[src/rtl/posit_round_encode.sv]
// Final posit pipeline stage: packs sign, scaling factor and normalized fraction into a posit
// with round-to-nearest-even, saturation and sign negation over a two-stage valid/ready pipe.
module posit_round_encode #(
   parameter int  posit_width = 8,
   parameter int  es          = 1,
   localparam int scale_width = es + $clog2(posit_width) + 1
) (
   input  logic                          clk,
   input  logic                          reset,
   input  logic                          in_valid,
   output logic                          in_ready,
   input  logic [posit_width-1:0]        in_frac,
   input  logic                          in_sign,
   input  logic signed [scale_width-1:0] in_sf,
   input  logic                          in_zero,
   input  logic                          in_exception,
   output logic                          out_valid,
   input  logic                          out_ready,
   output logic [posit_width-1:0]        out_posit,
   output logic                          out_sat
);

   localparam int k_w    = scale_width - es;
   localparam int frac_w = posit_width - 1;
   // regime (up to posit_width bits) + exponent + fraction, with room below for shifted-out bits
   localparam int str_w  = 2 + es + frac_w + posit_width;

   localparam logic signed [scale_width-1:0] sf_hi = scale_width'((posit_width - 2) << es);
   localparam logic signed [scale_width-1:0] sf_lo = -sf_hi;

   localparam logic [posit_width-1:0] maxpos = {1'b0, {(posit_width-1){1'b1}}};
   localparam logic [posit_width-1:0] minpos = posit_width'(1);
   localparam logic [posit_width-1:0] nar    = {1'b1, {(posit_width-1){1'b0}}};

   // Returns {sat, magnitude}; never lets rounding reach NaR or zero.
   function automatic logic [posit_width:0] round_rne(
      input logic [frac_w-1:0] body,
      input logic              guard,
      input logic              sticky
   );
      logic                   inc;
      logic [posit_width-1:0] sum;
      inc = guard & (sticky | body[0]);
      sum = {1'b0, body} + posit_width'(inc);
      if (sum[posit_width-1])
         round_rne = {1'b1, maxpos};
      else if (sum == '0)
         round_rne = {1'b1, minpos};
      else
         round_rne = {1'b0, sum};
   endfunction

   function automatic logic [posit_width-1:0] apply_sign(
      input logic [posit_width-1:0] mag,
      input logic                   neg
   );
      apply_sign = neg ? (~mag + posit_width'(1)) : mag;
   endfunction

   logic hidden_unused;
   assign hidden_unused = in_frac[posit_width-1];

   logic vld_p1, vld_p2;
   logic adv_p1;

   assign adv_p1    = !vld_p2 || out_ready;
   assign in_ready  = !vld_p1 || adv_p1;
   assign out_valid = vld_p2;

   always_ff @(posedge clk or posedge reset) begin
      if (reset) begin
         vld_p1 <= 1'b0;
         vld_p2 <= 1'b0;
      end else begin
         if (in_ready)
            vld_p1 <= in_valid;
         if (adv_p1)
            vld_p2 <= vld_p1;
      end
   end

   // ---- stage 1: split scaling factor, classify special/clamped results ----
   logic                    clamp_hi_p0, clamp_lo_p0;
   logic                    sign_p1, zero_p1, nar_p1, force_max_p1, force_min_p1;
   logic signed [k_w-1:0]   k_p1;
   logic [es-1:0]           e_p1;
   logic [frac_w-1:0]       f_p1;

   assign clamp_hi_p0 = in_sf > sf_hi;
   assign clamp_lo_p0 = in_sf < sf_lo;

   always_ff @(posedge clk) begin
      if (in_valid && in_ready) begin
         sign_p1      <= in_sign;
         nar_p1       <= in_exception;
         zero_p1      <= in_zero & ~in_exception;
         force_max_p1 <= ~in_exception & ~in_zero & clamp_hi_p0;
         force_min_p1 <= ~in_exception & ~in_zero & clamp_lo_p0;
         k_p1         <= in_sf[scale_width-1:es];
         e_p1         <= in_sf[es-1:0];
         f_p1         <= in_frac[frac_w-1:0];
      end
   end

   // ---- stage 2: build regime string, round, negate ----
   logic signed [str_w-1:0] str_p1, shifted_p1;
   logic [k_w-1:0]          shamt_p1;
   logic [frac_w-1:0]       body_p1;
   logic                    guard_p1, sticky_p1;
   logic [posit_width:0]    rounded_p1;
   logic [posit_width-1:0]  posit_p1;
   logic                    sat_p1;

   always_comb begin
      // k>=0 seeds "10" and smears ones right; k<0 seeds "01" and smears zeros right.
      shamt_p1   = k_p1[k_w-1] ? ~k_p1 : k_p1;
      str_p1     = {~k_p1[k_w-1], k_p1[k_w-1], e_p1, f_p1, {posit_width{1'b0}}};
      shifted_p1 = str_p1 >>> shamt_p1;
      body_p1    = shifted_p1[str_w-1 -: frac_w];
      guard_p1   = shifted_p1[str_w-1-frac_w];
      sticky_p1  = |shifted_p1[str_w-2-frac_w:0];
      rounded_p1 = round_rne(body_p1, guard_p1, sticky_p1);

      posit_p1 = apply_sign(rounded_p1[posit_width-1:0], sign_p1);
      sat_p1   = rounded_p1[posit_width];
      if (nar_p1) begin
         posit_p1 = nar;
         sat_p1   = 1'b0;
      end else if (zero_p1) begin
         posit_p1 = '0;
         sat_p1   = 1'b0;
      end else if (force_max_p1) begin
         posit_p1 = apply_sign(maxpos, sign_p1);
         sat_p1   = 1'b1;
      end else if (force_min_p1) begin
         posit_p1 = apply_sign(minpos, sign_p1);
         sat_p1   = 1'b1;
      end
   end

   always_ff @(posedge clk or posedge reset) begin
      if (reset) begin
         out_posit <= '0;
         out_sat   <= 1'b0;
      end else if (adv_p1 && vld_p1) begin
         out_posit <= posit_p1;
         out_sat   <= sat_p1;
      end
   end

endmodule

[config.mk]
export PLATFORM = sky130hd
export DESIGN_NAME = posit_round_encode
export DESIGN_NICKNAME = d
export VERILOG_FILES = /design/src/rtl/posit_round_encode.sv
export SDC_FILE = /design/constraint.sdc
export NUM_CORES = 1
export LEC_CHECK = 0
export BUFFER_PORTS_ARGS = -buffer_cell sky130_fd_sc_hd__buf_2
export CORE_MARGIN = 2
export CORE_UTILIZATION = 38
export DETAILED_ROUTE_END_ITERATION = 7
export HOLD_SLACK_MARGIN = 0.1
export PLACE_DENSITY = 0.61
export RECOVER_POWER = 25
export SYNTH_ARGS = -nofsm -noshare
export SYNTH_HDL_FRONTEND = slang
export SYNTH_SLANG_ARGS = --single-unit
[constraint.sdc]
create_clock -name clk -period 5 [get_ports clk]
set_input_delay 0.25 -clock clk [delete_from_list [all_inputs] [get_ports clk]]
set_output_delay 0.25 -clock clk [all_outputs]
set_load 0.02 [all_outputs]
* Yosys cells after proc, flatten, opt, wreduce, memory -nomap -nowiden *
Cells that the tools add are included.

storage, ports and cells
  ROM bits = 0
  RAM bits = 0
  latch bits = 0
  flip-flop bits (word level) = 28
  bits of input ports = 20
  memories = 0
  output and inout bits = 11

operators by class
  add/sub/neg operators = 2
  bitwise operators = 11
  mux-type cells = 14
  div/mod/pow operators = 0
  reductions and logical operators = 8
  shift-type cells = 1
  $lt $le $gt $ge = 2
  eq/ne operators = 0
  multipliers = 0

operator list
  kind                 number
  $mux 8               7
  $mux 9               2
  $sshr 18x4->18       1
  $reduce_or 10->1     1
  $add 7x1->8          1
  $add 8x1->8 const B  1
  $logic_not 8->1      1
  $not 8->8            1
  $and 1x1->1          5
  $gt 5x5->1 const B   1
  $lt 5x5->1 const B   1
  $mux 1               4
  $mux 4               1
  $not 4->4            1
  $not 1->1            3
  $logic_and 1x1->1    2
  $logic_not 1->1      2
  $logic_or 1x1->1     2
  $or 1x1->1           1

* Logic depth before layout (Yosys ltp) *
Gate-level depths: netlist of run 1.

  depth in word-level cells = 17
  depth in mapped cells = 22

* Least setup slack after synthesis of run 1 *
No wires, ideal clock.

  path type = register to register
  from = register k_p1[0]
  to = register out_posit[6]
  required time = 4.874 ns
  path slack = 1.182 ns
  cell stages (with the launch flop) = 21
  arrival = 3.692 ns
  cell sequence = edfxtp_1 > buf_6 > buf_6 > buf_6 > mux2_1 > a22oi_1 > nand3_2 > and2_1 > ha_1 > nand2_1 > nor3_1 > a31o_2 > nor2b_1 > a311oi_1 > ha_1 > inv_1 > a211oi_1 > mux2i_1 > nor4_2 > mux2i_1 > a221o_1

between the ends
  cells in the longest elaborated chain, start to end = 17

RTL lines
  what                    line  text
  start, declared         85    logic signed [k_w-1:0] k_p1;
  start signal, assigned  99    k_p1 <= in_sf[scale_width-1:es];
  $not 4->4               116   shamt_p1 = k_p1[k_w-1] ? ~k_p1 : k_p1;
  $mux 4 *                116
  $sshr 18x4->18 *        118   shifted_p1 = str_p1 >>> shamt_p1;
  $reduce_or 10->1        121   sticky_p1 = |shifted_p1[str_w-2-frac_w:0];
  $or 1x1->1              43    inc = guard & (sticky | body[0]);
  $and 1x1->1             43
  $add 7x1->8 *           44    sum = {1'b0, body} + posit_width'(inc);
  $logic_not 8->1         47    else if (sum == '0)
  $mux 9                  47
  $mux 9 *                45    if (sum[posit_width-1])
  $not 8->8               57    apply_sign = neg ? (~mag + posit_width'(1)) : mag;
  $add 8x1->8             57
  $mux 8 *                57
  $mux 8 *                135   end else if (force_min_p1) begin
  $mux 8 *                132   end else if (force_max_p1) begin
  $mux 8 *                129   end else if (zero_p1) begin
  $mux 8 *                126   if (nar_p1) begin
  end signal, assigned    146   out_posit <= posit_p1;
  end, declared           19    output logic [posit_width-1:0] out_posit,

Mark *: on every way between the ends. The rest lies on a longest branch, timed or not.
A chain may end at the register's enable or synchronous reset.

* Worst setup path in the final report of run 1 *
Ends and elaborated chain as after synthesis.

==> results of run 1 <==
## layout make-up
type / count / area, sq um / area share, %
Clock buffer: 4 / 66.3 / 2.55
Inverter: 12 / 45.0 / 1.73
Multi-Input combinational cell: 206 / 1400 / 53.8
Sequential cell: 28 / 786 / 30.3
Tap cell: 75 / 93.8 / 3.61
Timing Repair Buffer: 38 / 209 / 8.04
## how the worst max path moves through the flow
| stage | startpoint | endpoint | cells after the start |
|---|---|---|---|
| 2_1_floorplan | k_p1[0]$_DFFE_PP_ | out_posit[6]$_DFFE_PP0P_ | 20 |
| 3_3_place_gp | k_p1[0]$_DFFE_PP_ | out_posit[6]$_DFFE_PP0P_ | 19 |
| 3_5_place_dp | k_p1[0]$_DFFE_PP_ | out_posit[6]$_DFFE_PP0P_ | 19 |
| 5_1_grt | k_p1[0]$_DFFE_PP_ | out_posit[6]$_DFFE_PP0P_ | 19 |
| 4_1_cts | k_p1[0]$_DFFE_PP_ | out_posit[6]$_DFFE_PP0P_ | 19 |
| 6_report | k_p1[0]$_DFFE_PP_ | out_posit[6]$_DFFE_PP0P_ | 19 |
## report_power, final
group	switching [mW]	total [mW]	internal (mW)	leakage, nW
clock	0.0705	0.158	0.0871	0.0339
sequential	0.0262	0.294	0.268	0.304
combinational	0.125	0.212	0.0865	0.683
## critical path, stage by stage (launching register included)
cell	delay (ps)
sky130_fd_sc_hd__edfxtp_1	730
sky130_fd_sc_hd__buf_4	310
sky130_fd_sc_hd__or3_1	360
sky130_fd_sc_hd__and4_1	180
sky130_fd_sc_hd__nand3_2	140
sky130_fd_sc_hd__and2_1	150
sky130_fd_sc_hd__ha_1	170
sky130_fd_sc_hd__nand2_1	70
sky130_fd_sc_hd__nor4_1	190
sky130_fd_sc_hd__nor2_1	90
sky130_fd_sc_hd__a31o_2	240
sky130_fd_sc_hd__nor2b_1	160
sky130_fd_sc_hd__a311oi_1	290
sky130_fd_sc_hd__ha_1	260
sky130_fd_sc_hd__inv_1	50
sky130_fd_sc_hd__a211oi_1	190
sky130_fd_sc_hd__mux2i_1	180
sky130_fd_sc_hd__nor4_2	200
sky130_fd_sc_hd__mux2i_1	120
sky130_fd_sc_hd__a221o_1	330
## metal layers
metal	vias up	track usage [%]	share of wire, %
li1	1049	-	-
met2	49	25.2	47
met5	-	0	0
met4	0	5.51	1.7
met3	6	1.59	3.0
met1	998	23.0	48
## cell families (layout without fill, tap and decap cells)
kind of cell	count (synthesis)	after routing	synth area share (%)
compound gates	81	81	23.9
xor+xnor	6	6	2.85
fa+ha+maj	2	2	1.06
buf+inv	35	54	7.92
flops	28	28	33.1
mux	15	15	7.02
simple gates	102	102	24.2
## placed cells by master, fill, tap and decap left out, types with 3 or more instances in the layout
cell                       instances
sky130_fd_sc_hd__and4_1            3
sky130_fd_sc_hd__clkbuf_8          3
sky130_fd_sc_hd__nand3_1           9
sky130_fd_sc_hd__clkbuf_1          5
sky130_fd_sc_hd__dfrtp_1          11
sky130_fd_sc_hd__inv_1            11
sky130_fd_sc_hd__buf_2            24
sky130_fd_sc_hd__nor2_1           17
sky130_fd_sc_hd__nor2b_1           9
sky130_fd_sc_hd__and2_1            4
sky130_fd_sc_hd__mux2i_1          11
sky130_fd_sc_hd__edfxtp_1         17
sky130_fd_sc_hd__o21ai_1           3
sky130_fd_sc_hd__o211ai_1          5
sky130_fd_sc_hd__buf_4             8
sky130_fd_sc_hd__nand2b_1          7
sky130_fd_sc_hd__nand3b_1          4
sky130_fd_sc_hd__o21ai_0          12
sky130_fd_sc_hd__nor4_1            5
sky130_fd_sc_hd__a32o_1            3
sky130_fd_sc_hd__or3_1             5
sky130_fd_sc_hd__nand2_1          20
sky130_fd_sc_hd__nor3_1            7
sky130_fd_sc_hd__a22oi_1           5
sky130_fd_sc_hd__o22ai_1           3
sky130_fd_sc_hd__a211oi_1          4
sky130_fd_sc_hd__nand4_1           3
sky130_fd_sc_hd__a21o_1            3
sky130_fd_sc_hd__a21oi_1          18
==> run_results.csv, run 1 <==
group,metric,value,unit
pwr,total_power,0.664,mW
clock_network,clock_sink_count,28,
routing,drt-pass1-iter-count,4,
pwr,leakagePower,1.02,nW
global_routing,antenna_violations_before_repair,0,
final_layout,fin_nets,311,
global_routing,globalRouteTotalUtil,16.0,%
synth,synth-seq-cells,28,
timing,setup_repair_after_global_routing_missed_its_margin,"false",
timing,finalMaxSlewViolations,0,
routing,vias_per_inst,5.79,
min_path,hold_class,"in2reg",
routing,finalWirelength,5310,microns
timing,worstMarginPinSlew,790,ps
synth,synth_fp_nets,291,
global_routing,vias_in_the_first_global_route,2005,
final_layout,largest_register_ffs,8,
timing,fmax,221,MHz
synth,synth.cells.most_frequent,"sky130_fd_sc_hd__nand2_1, sky130_fd_sc_hd__a21oi_1, sky130_fd_sc_hd__edfxtp_1, sky130_fd_sc_hd__nor2_1, sky130_fd_sc_hd__o21ai_0",
clock_network,clkTransAtPathRegs,100,ps
placed_design,detailedPlace.worstSlack,502,ps
final_layout,nFillCells,582,
routing,wire_per_inst,14.6,microns
synth,synth.lib_cells_used.distinct,67,
final_layout,diodes,0,
clock_network,clock_path_buffers,2,
routing,drc,0,
job,timing.max_cap.violations,0,
timing,minimum_clock_period,4530,ps
placed_design,dpl.cell_count,358,
clock_network,cts-root-buf,"sky130_fd_sc_hd__clkbuf_8",
worst_setup_path,critical_path_required,5170,ps
worst_setup_path,cp-start-kind,"flip-flop",
clock_network,number_of_buffers_added_by_the_clock_tree_synthesis_step,3,
final_layout,utilization,43.4,%
timing,worst_clock_skew,8.45,ps
final_layout,max_flop_register,"out_posit",
global_routing,gr-total-overflow,0,
final_layout,final_design_area_no_fill,0.00260,sq mm
pwr,irDropWorstVdd,0.136,mV
placed_design,cell_area_reported_after_detailed_placement,0.00253,sq mm
synth,yosys.area.top_type_share,21.5,%
run_status,status,"finished, final reports clean",
synth,syn_avg_cell_area,8.81,sq um
floorplanning,floorplan.die.width,83.0,microns
worst_setup_path,critical_path_arrival,4700,ps
placed_design,finalWeightedCongestion,0.868,
timing,setup_tns,0,ps
clock_network,tritoncts,"done",
synth,netlist_top_cells_area,"sky130_fd_sc_hd__edfxtp_1, sky130_fd_sc_hd__dfrtp_1, sky130_fd_sc_hd__mux2i_1",
clock_network,clkLatencyLatePin,270,ps
synth,synth_largest_area_cell,"sky130_fd_sc_hd__edfxtp_1",
floorplanning,row_count,28,
synth,synth_area,0.00237,sq mm
worst_setup_path,critPathMaxFanout,23,
floorplanning,fp.dieH,83.0,microns
timing,timing.max_slew.rel_slack,47.3,%
synth,number_of_synthesized_flops_with_an_enable_pin,17,
global_routing,grt_pass1_wl,9330,microns
floorplanning,initial_core_util,39.6,%
routing,drt_iter0_markers,133,
worst_setup_path,timing.setup.critical_path_class,"reg2reg",
synth,yosys.cell_count.top_type,"sky130_fd_sc_hd__nand2_1",
placed_design,placement.io_buffers,29,
timing,post_route_clock_period_utilization,90.7,%
clock_network,cts_post_setup_buffers_inserted,0,
final_layout,drive_above_1_share,17.0,%
clock_network,ctsResizeCount,0,
floorplanning,fp.dieArea,0.00689,sq mm
final_layout,finish.cell_count_without_fillers,363,
timing,setup_viol,0,
clock_network,cts.hold.buffers_added,1,
routing,routed-via-count,2102,
final_layout,synthToLayoutAreaGrowth,9.55,%
synth,ys_flop_type,"sky130_fd_sc_hd__edfxtp_1",
worst_setup_path,reg2reg_setup_slack,470,ps
routing,drtAntennaViolNets,0,
synth,yosys_warnings,0,
floorplanning,floorplan.core_area,0.00599,sq mm
synth,async_reset_ff_share,39.3,%
floorplanning,io-pin-count,31,
timing,final_hold_viol_count,0,
worst_setup_path,critical_path.reg2reg.startpoint,"k_p1[0]$_DFFE_PP_",
final_layout,reg_top3,"out_posit (8), f_p1 (7), k_p1 (4)",
global_routing,grt_max_degree,24,
min_path,holdPathEnd,"sign_p1$_DFFE_PP_",
min_path,min-delay-start,"in_sign",
synth,synth.yosys.seq_area_share,33.1,%
placed_design,dpl.hpwl,4040,microns
synth,post_synthesis_cells,269,
timing,slack_of_the_critical_path,466,ps
worst_setup_path,worst_setup_path_end_kind,"flip-flop",
timing,finalHoldWorstSlack,144,ps
worst_setup_path,r2r_cells,19,
worst_setup_path,crit-reg2reg-capture,"out_posit[6]$_DFFE_PP0P_",
min_path,hold_depth,1,
clock_network,htree_num_levels,1,
pwr,pwr_density_cell,256,mW/mm^2
(Power assumes the default switching activity.)
==> run 2, diff against run 1 <==
==> constraint.sdc (replaced) <==
create_clock -name clk -period 5 [get_ports clk]
set_input_delay 0.5 -clock clk [delete_from_list [all_inputs] [get_ports clk]]
set_output_delay 0.5 -clock clk [all_outputs]
set_load 0.005 [all_outputs]
==> run 2 against run 1 <==
Routed wire length up 0.88%. Cell area down 0.29%. Die area unchanged. Sequential share of layout area up 0.088 points. Count of clock-buffer cells in the layout unchanged. Register-to-register slack better by 30 ps. First-iteration DRC count up 56%. Critical path depth unchanged. Clock skew up 1.6 ps. Largest power group unchanged.
==> run_results.csv, run 2 (synthesis results as in run 1) <==
group,metric,value,unit
run_status,status,"finished, final reports clean",
final_layout,final_common_cell,"sky130_fd_sc_hd__buf_2",
clock_network,clkTransAtPathRegs,100,ps
floorplanning,initial_core_util,39.6,%
clock_network,clock_sink_count,28,
timing,fmax,222,MHz
routing,wire_per_inst,14.8,microns
timing,minimum_clock_period,4510,ps
pwr,pwr_density_cell,252,mW/mm^2
timing,post_route_clock_period_utilization,90.1,%
timing,setup_tns,0,ps
floorplanning,io-pin-count,31,
final_layout,reg_top3,"out_posit (8), f_p1 (7), k_p1 (4)",
clock_network,htree_num_levels,1,
clock_network,clock_path_buffers,2,
global_routing,grt_pass1_wl,9400,microns
worst_setup_path,path_delay_family,"simple AND/OR/NAND/NOR gates",
worst_setup_path,critPathMaxStageDelay,720,ps
routing,finalWirelength,5360,microns
global_routing,gr-total-overflow,0,
pwr,total_power,0.652,mW
worst_setup_path,critical_path_arrival,4680,ps
final_layout,fin_nets,310,
min_path,hold_class,"in2async",
timing,setup_viol,0,
clock_network,number_of_buffers_added_by_the_clock_tree_synthesis_step,3,
routing,routed-via-count,2090,
placed_design,placement.io_buffers,29,
worst_setup_path,critPathMaxFanout,23,
worst_setup_path,cp_cell_sequence,"buf_4, or3_1, and4_1, nand3_2, and2_1, ha_1, nand2_1, nor4_1, nor2_1, a31o_2, nor2b_1, a311oi_1, ha_1, inv_1, a211oi_1, mux2i_1, nor4_2, mux2i_1, a221o_1",
routing,drtAntennaViolNets,0,
final_layout,drive_above_1_share,17.8,%
routing,drt-pass1-iter-count,4,
timing,worst_clock_skew,10.1,ps
global_routing,vias_in_the_first_global_route,1942,
timing,setup_repair_after_global_routing_missed_its_margin,"false",
placed_design,finalWeightedCongestion,0.873,
floorplanning,fp.dieArea,0.00689,sq mm
clock_network,cts.hold.buffers_added,0,
worst_setup_path,timing.setup.critical_path_class,"reg2reg",
timing,worstMarginPinSlew,776,ps
floorplanning,floorplan.core_area,0.00599,sq mm
final_layout,mostFrequentLayoutCells,"sky130_fd_sc_hd__buf_2, sky130_fd_sc_hd__nand2_1, sky130_fd_sc_hd__a21oi_1, sky130_fd_sc_hd__nor2_1, sky130_fd_sc_hd__edfxtp_1",
final_layout,utilization,43.2,%
floorplanning,floorplan.die.width,83.0,microns
clock_network,tritoncts,"done",
placed_design,dpl.hpwl,4040,microns
final_layout,diodes,0,
final_layout,largest_register_ffs,8,
global_routing,globalRouteTotalUtil,16.3,%
clock_network,cts_post_setup_buffers_inserted,0,
routing,drc,0,
worst_setup_path,worst_setup_path_end_kind,"flip-flop",
pwr,irDropWorstVdd,0.156,mV
clock_network,clkLatencyLatePin,280,ps
timing,timing.max_slew.rel_slack,48.2,%
job,timing.max_cap.violations,0,
timing,final_hold_viol_count,0,
clock_network,ctsResizeCount,0,
worst_setup_path,timing.critical_path.slowest_stage_cell,"sky130_fd_sc_hd__edfxtp_1",
global_routing,antenna_violations_before_repair,0,
routing,drt_iter0_markers,208,
timing,finalMaxSlewViolations,0,
worst_setup_path,crit_buf_inv,2,
worst_setup_path,cp-start-kind,"flip-flop",
global_routing,grt_max_degree,24,
clock_network,cts-root-buf,"sky130_fd_sc_hd__clkbuf_8",
floorplanning,fp.dieH,83.0,microns
final_layout,max_flop_register,"out_posit",
floorplanning,row_count,28,
final_layout,synthToLayoutAreaGrowth,9.23,%
routing,vias_per_inst,5.77,
worst_setup_path,critical_path_required,5170,ps
pwr,leakagePower,1.02,nW
[run 2: cell types whose count changed in the layout (fill, tap and decap cells not counted), sizes merged]
| cell | previous run | this run |
|---|---|---|
| buf | 32 | 34 |
| clkbuf | 9 | 7 |
| dlygate4sd3 | 1 | 0 |
[run 2: path summary, 6_finish.rpt]
kind	endpoint	slack, ps	startpoint	cells after the start
worst max-delay path	out_posit[6]$_DFFE_PP0P_	490	k_p1[0]$_DFFE_PP_	19
worst min-delay path	vld_p1$_DFFE_PP0N_	190	reset	2
worst max register to register	out_posit[6]$_DFFE_PP0P_	490	k_p1[0]$_DFFE_PP_	19
worst min register to register	out_posit[2]$_DFFE_PP0P_	490	out_posit[2]$_DFFE_PP0P_	1
max in group asynchronous	out_sat$_DFFE_PP0P_	4530	reset	2
min in group clk	sign_p1$_DFFE_PP_	390	in_sign	1
[run 2: per-stage QoR]
| step | hold slack (ps) | cell area, sq um | setup slack, ps | instances |
|---|---|---|---|---|
| 2_1_floorplan | 352 | 2370 | 1180 | 269 |
| 3_3_place_gp | 456 | 2530 | 556 | 358 |
| 3_5_place_dp | 465 | 2530 | 496 | 358 |
| 4_1_cts | 194 | 2590 | 463 | 362 |
| 5_1_grt | 215 | 2590 | 172 | 362 |
| 6_report | 185 | 2590 | 494 | 362 |
[run 2: report_power, final]
group / switching (mW) / internal (mW)
clock network: 0.0726 / 0.0872
registers: 0.0263 / 0.268
logic: 0.112 / 0.0858
[run 2: per-layer routing]
metal | wire, microns | GRT usage (%)
met3 | 208 | 1.69
met4 | 102 | 6.56
met2 | 2510 | 25.5
met5 | 0 | 0
met1 | 2540 | 23.1
[run 2: cell type report]
class,instances,area [sq um]
Fill cell,609,3400
Multi-Input combinational cell,206,1400
Sequential cell,28,786
Timing Repair Buffer,37,201
Tap cell,75,93.8
Clock buffer,4,66.3
Inverter,12,45.0
==> run 3, diff against run 2 <==
--- a/config.mk
+++ b/config.mk
@@ -5,12 +5,13 @@
 export SDC_FILE = /design/constraint.sdc
 export NUM_CORES = 1
 export LEC_CHECK = 0
+export ABC_AREA = 1
 export BUFFER_PORTS_ARGS = -buffer_cell sky130_fd_sc_hd__buf_2
 export CORE_MARGIN = 2
 export CORE_UTILIZATION = 38
 export DETAILED_ROUTE_END_ITERATION = 7
 export HOLD_SLACK_MARGIN = 0.1
-export PLACE_DENSITY = 0.61
+export PLACE_DENSITY = 0.62
 export RECOVER_POWER = 25
 export SYNTH_ARGS = -nofsm -noshare
 export SYNTH_HDL_FRONTEND = slang
==> run 3 against run 2 <==
Combinational power is 19% higher. Worst setup slack gained 970 ps. Core utilization up 0.85 points. Area after synthesis down 18%. Hold slack gained 10 ps. Routed wire length decreased by 29%. Global-route usage shrank 1.0 points. Fmax grew 27%.
==> run_results.csv, run 3 <==
group,metric,value,unit
final_layout,diodes,0,
min_path,hold_class,"in2async",
pwr,irDropWorstVdd,0.186,mV
run_status,status,"finished, final reports clean",
placed_design,placement.io_buffers,29,
floorplanning,fp.dieH,75.5,microns
synth,synth_compound_gate_area_share,7.03,%
clock_network,cts_post_setup_buffers_inserted,0,
timing,setup_viol,0,
floorplanning,fp.dieArea,0.00569,sq mm
global_routing,grt_pass1_wl,6840,microns
synth,syn_avg_cell_area,7.73,sq um
final_layout,drive_above_1_share,22.8,%
clock_network,clkTransAtPathRegs,90,ps
floorplanning,io-pin-count,31,
synth,synth_area,0.00194,sq mm
synth,synth_top_family_by_area,"simple AND/OR/NAND/NOR gates",
final_layout,synthToLayoutAreaGrowth,13.8,%
worst_setup_path,cp-start-kind,"flip-flop",
pwr,pwr_density_cell,302,mW/mm^2
floorplanning,row_count,26,
clock_network,clock_sink_count,28,
timing,fmax,283,MHz
job,timing.max_cap.violations,0,
placed_design,finalWeightedCongestion,0.862,
synth,synthAdderAreaFrac,1.29,%
clock_network,cts.hold.buffers_added,0,
synth,yosys.cell_count.top_type,"sky130_fd_sc_hd__nand2_1",
routing,vias_per_inst,4.79,
synth,number_of_synthesized_flops_with_an_enable_pin,17,
floorplanning,floorplan.die.width,75.5,microns
routing,finalWirelength,3780,microns
routing,drt-pass1-iter-count,4,
synth,yosys.area_share.simple,43.0,%
synth,synth.cells.most_frequent,"sky130_fd_sc_hd__nand2_1, sky130_fd_sc_hd__nand3_1, sky130_fd_sc_hd__inv_1, sky130_fd_sc_hd__edfxtp_1",
clock_network,number_of_buffers_added_by_the_clock_tree_synthesis_step,3,
synth,yosys_warnings,0,
routing,drc,0,
timing,worst_clock_skew,3.73,ps
timing,worstMarginPinSlew,613,ps
timing,setup_repair_after_global_routing_missed_its_margin,"false",
synth,synth_largest_area_cell,"sky130_fd_sc_hd__edfxtp_1",
synth,synth.lib_cells_used.distinct,36,
synth,synth_fp_nets,273,
final_layout,mostFrequentLayoutCells,"sky130_fd_sc_hd__nand2_1, sky130_fd_sc_hd__nand3_1, sky130_fd_sc_hd__inv_1, sky130_fd_sc_hd__buf_2, sky130_fd_sc_hd__edfxtp_1",
worst_setup_path,critical_path_required,5210,ps
timing,setup_tns,0,ps
synth,async_reset_ff_share,39.3,%
final_layout,reg_top3,"out_posit (8), f_p1 (7), k_p1 (4)",
global_routing,vias_in_the_first_global_route,1579,
synth,post_synthesis_cells,251,
clock_network,clock_path_buffers,2,
routing,wire_per_inst,10.8,microns
final_layout,final_design_area_no_fill,0.00221,sq mm
placed_design,dpl.hpwl,3080,microns
routing,drtAntennaViolNets,0,
final_layout,largest_register_ffs,8,
synth,synth.mux.area_fraction,0,%
timing,minimum_clock_period,3540,ps
synth,netlist_top_cells_area,"sky130_fd_sc_hd__edfxtp_1, sky130_fd_sc_hd__dfrtp_1, sky130_fd_sc_hd__nand2_1",
worst_setup_path,critical_path_arrival,3750,ps
global_routing,globalRouteTotalUtil,15.3,%
floorplanning,initial_core_util,38.7,%
routing,drt_iter0_markers,97,
global_routing,antenna_violations_before_repair,0,
synth,synth-seq-cells,28,
worst_setup_path,critPathMaxFanout,10,
clock_network,cts-root-buf,"sky130_fd_sc_hd__clkbuf_8",
clock_network,clkLatencyLatePin,270,ps
final_layout,max_flop_register,"out_posit",
clock_network,ctsResizeCount,0,
floorplanning,floorplan.core_area,0.00501,sq mm
timing,finalMaxSlewViolations,0,
synth,ys_flop_type,"sky130_fd_sc_hd__edfxtp_1",
final_layout,fin_nets,304,
synth,yosys.area.top_type_share,26.3,%
clock_network,tritoncts,"done",
placed_design,cell_area_reported_after_detailed_placement,0.00216,sq mm
global_routing,grt_max_degree,18,
global_routing,gr-total-overflow,0,
final_layout,final_common_cell,"sky130_fd_sc_hd__nand2_1",
timing,timing.max_slew.rel_slack,59.1,%
synth,yosys.area_share.xor_xnor,1.29,%
timing,final_hold_viol_count,0,
synth,synth.yosys.seq_area_share,40.5,%
pwr,leakagePower,1.10,nW
worst_setup_path,timing.setup.critical_path_class,"reg2reg",
routing,routed-via-count,1682,
clock_network,htree_num_levels,1,
timing,post_route_clock_period_utilization,70.8,%
worst_setup_path,worst_setup_path_end_kind,"flip-flop",
run 3: worst max-delay path: stages (launching register included):
cell	delay [ps]
sky130_fd_sc_hd__edfxtp_1	540
sky130_fd_sc_hd__inv_4	180
sky130_fd_sc_hd__nand2_2	100
sky130_fd_sc_hd__nand2_2	170
sky130_fd_sc_hd__nand3_1	140
sky130_fd_sc_hd__nand3_2	90
sky130_fd_sc_hd__nand2_2	70
sky130_fd_sc_hd__nor2_4	210
sky130_fd_sc_hd__ha_1	290
sky130_fd_sc_hd__xor2_1	260
sky130_fd_sc_hd__nand2_1	150
sky130_fd_sc_hd__nor2_2	170
sky130_fd_sc_hd__nand3_1	90
sky130_fd_sc_hd__nand2_1	90
sky130_fd_sc_hd__nor2_1	50
sky130_fd_sc_hd__ha_1	200
sky130_fd_sc_hd__inv_1	50
sky130_fd_sc_hd__nor2_1	40
sky130_fd_sc_hd__nand3_1	80
sky130_fd_sc_hd__nand2_1	90
sky130_fd_sc_hd__a22o_1	210
sky130_fd_sc_hd__nand3_1	70
sky130_fd_sc_hd__nand2_1	70
sky130_fd_sc_hd__nand2_1	80
run 3: where the power goes:
part | internal [mW] | total [mW] | leakage [nW] | switching, mW
combinational | 0.0859 | 0.236 | 0.768 | 0.150
sequential | 0.277 | 0.295 | 0.307 | 0.0179
clock | 0.0704 | 0.136 | 0.0288 | 0.0654
run 3: per-layer routing:
metal	global-route usage (%)	part of all wire [%]
met3	1.19	2.3
met5	0	0
met2	23.3	43
met1	23.2	53
met4	4.68	1.4
run 3: area by class of cell:
class                           instances  area, sq um
Multi-Input combinational cell        189         1020
Inverter                               31          121
Clock buffer                            4         55.1
Fill cell                             536         2800
Timing Repair Buffer                   29          138
Tap cell                               70         87.6
Sequential cell                        28          786
run 3: cell families after synthesis:
| group | Yosys count |
|---|---|
| AND/OR/NAND/NOR | 164 |
| XOR/XNOR | 2 |
| buffers and inverters | 34 |
| AO/OA/AOI/OAI | 21 |
| adder cells (fa/ha/maj) | 2 |
| flip-flops | 28 |
run 3: metrics by stage:
step	setup slack [ps]	util [%]	hold slack, ps	power (mW)	instances
3_5_place_dp	1490	43.1	465	0.538	347
3_3_place_gp	1510	43.1	458	0.536	347
5_1_grt	1040	44.1	247	0.723	351
6_report	1460	44.1	196	0.666	351
2_1_floorplan	1950	-	352	0.476	251
4_1_cts	1460	44.2	209	0.673	351
run 3: path summary, 6_finish.rpt:
| check | startpoint | end | slack (ps) | cells past startpoint |
|---|---|---|---|---|
| worst min register to register | out_posit[4]$_DFFE_PP0P_ | out_posit[4]$_DFFE_PP0P_ | 480 | 2 |
| max in group asynchronous | reset | out_posit[0]$_DFFE_PP0P_ | 4520 | 2 |
| worst max register to register | k_p1[3]$_DFFE_PP_ | out_posit[6]$_DFFE_PP0P_ | 1460 | 23 |
| worst max-delay path | k_p1[3]$_DFFE_PP_ | out_posit[6]$_DFFE_PP0P_ | 1460 | 23 |
| min in group clk | in_frac[3] | f_p1[3]$_DFFE_PP_ | 400 | 1 |
| worst min-delay path | reset | out_posit[5]$_DFFE_PP0P_ | 200 | 2 |
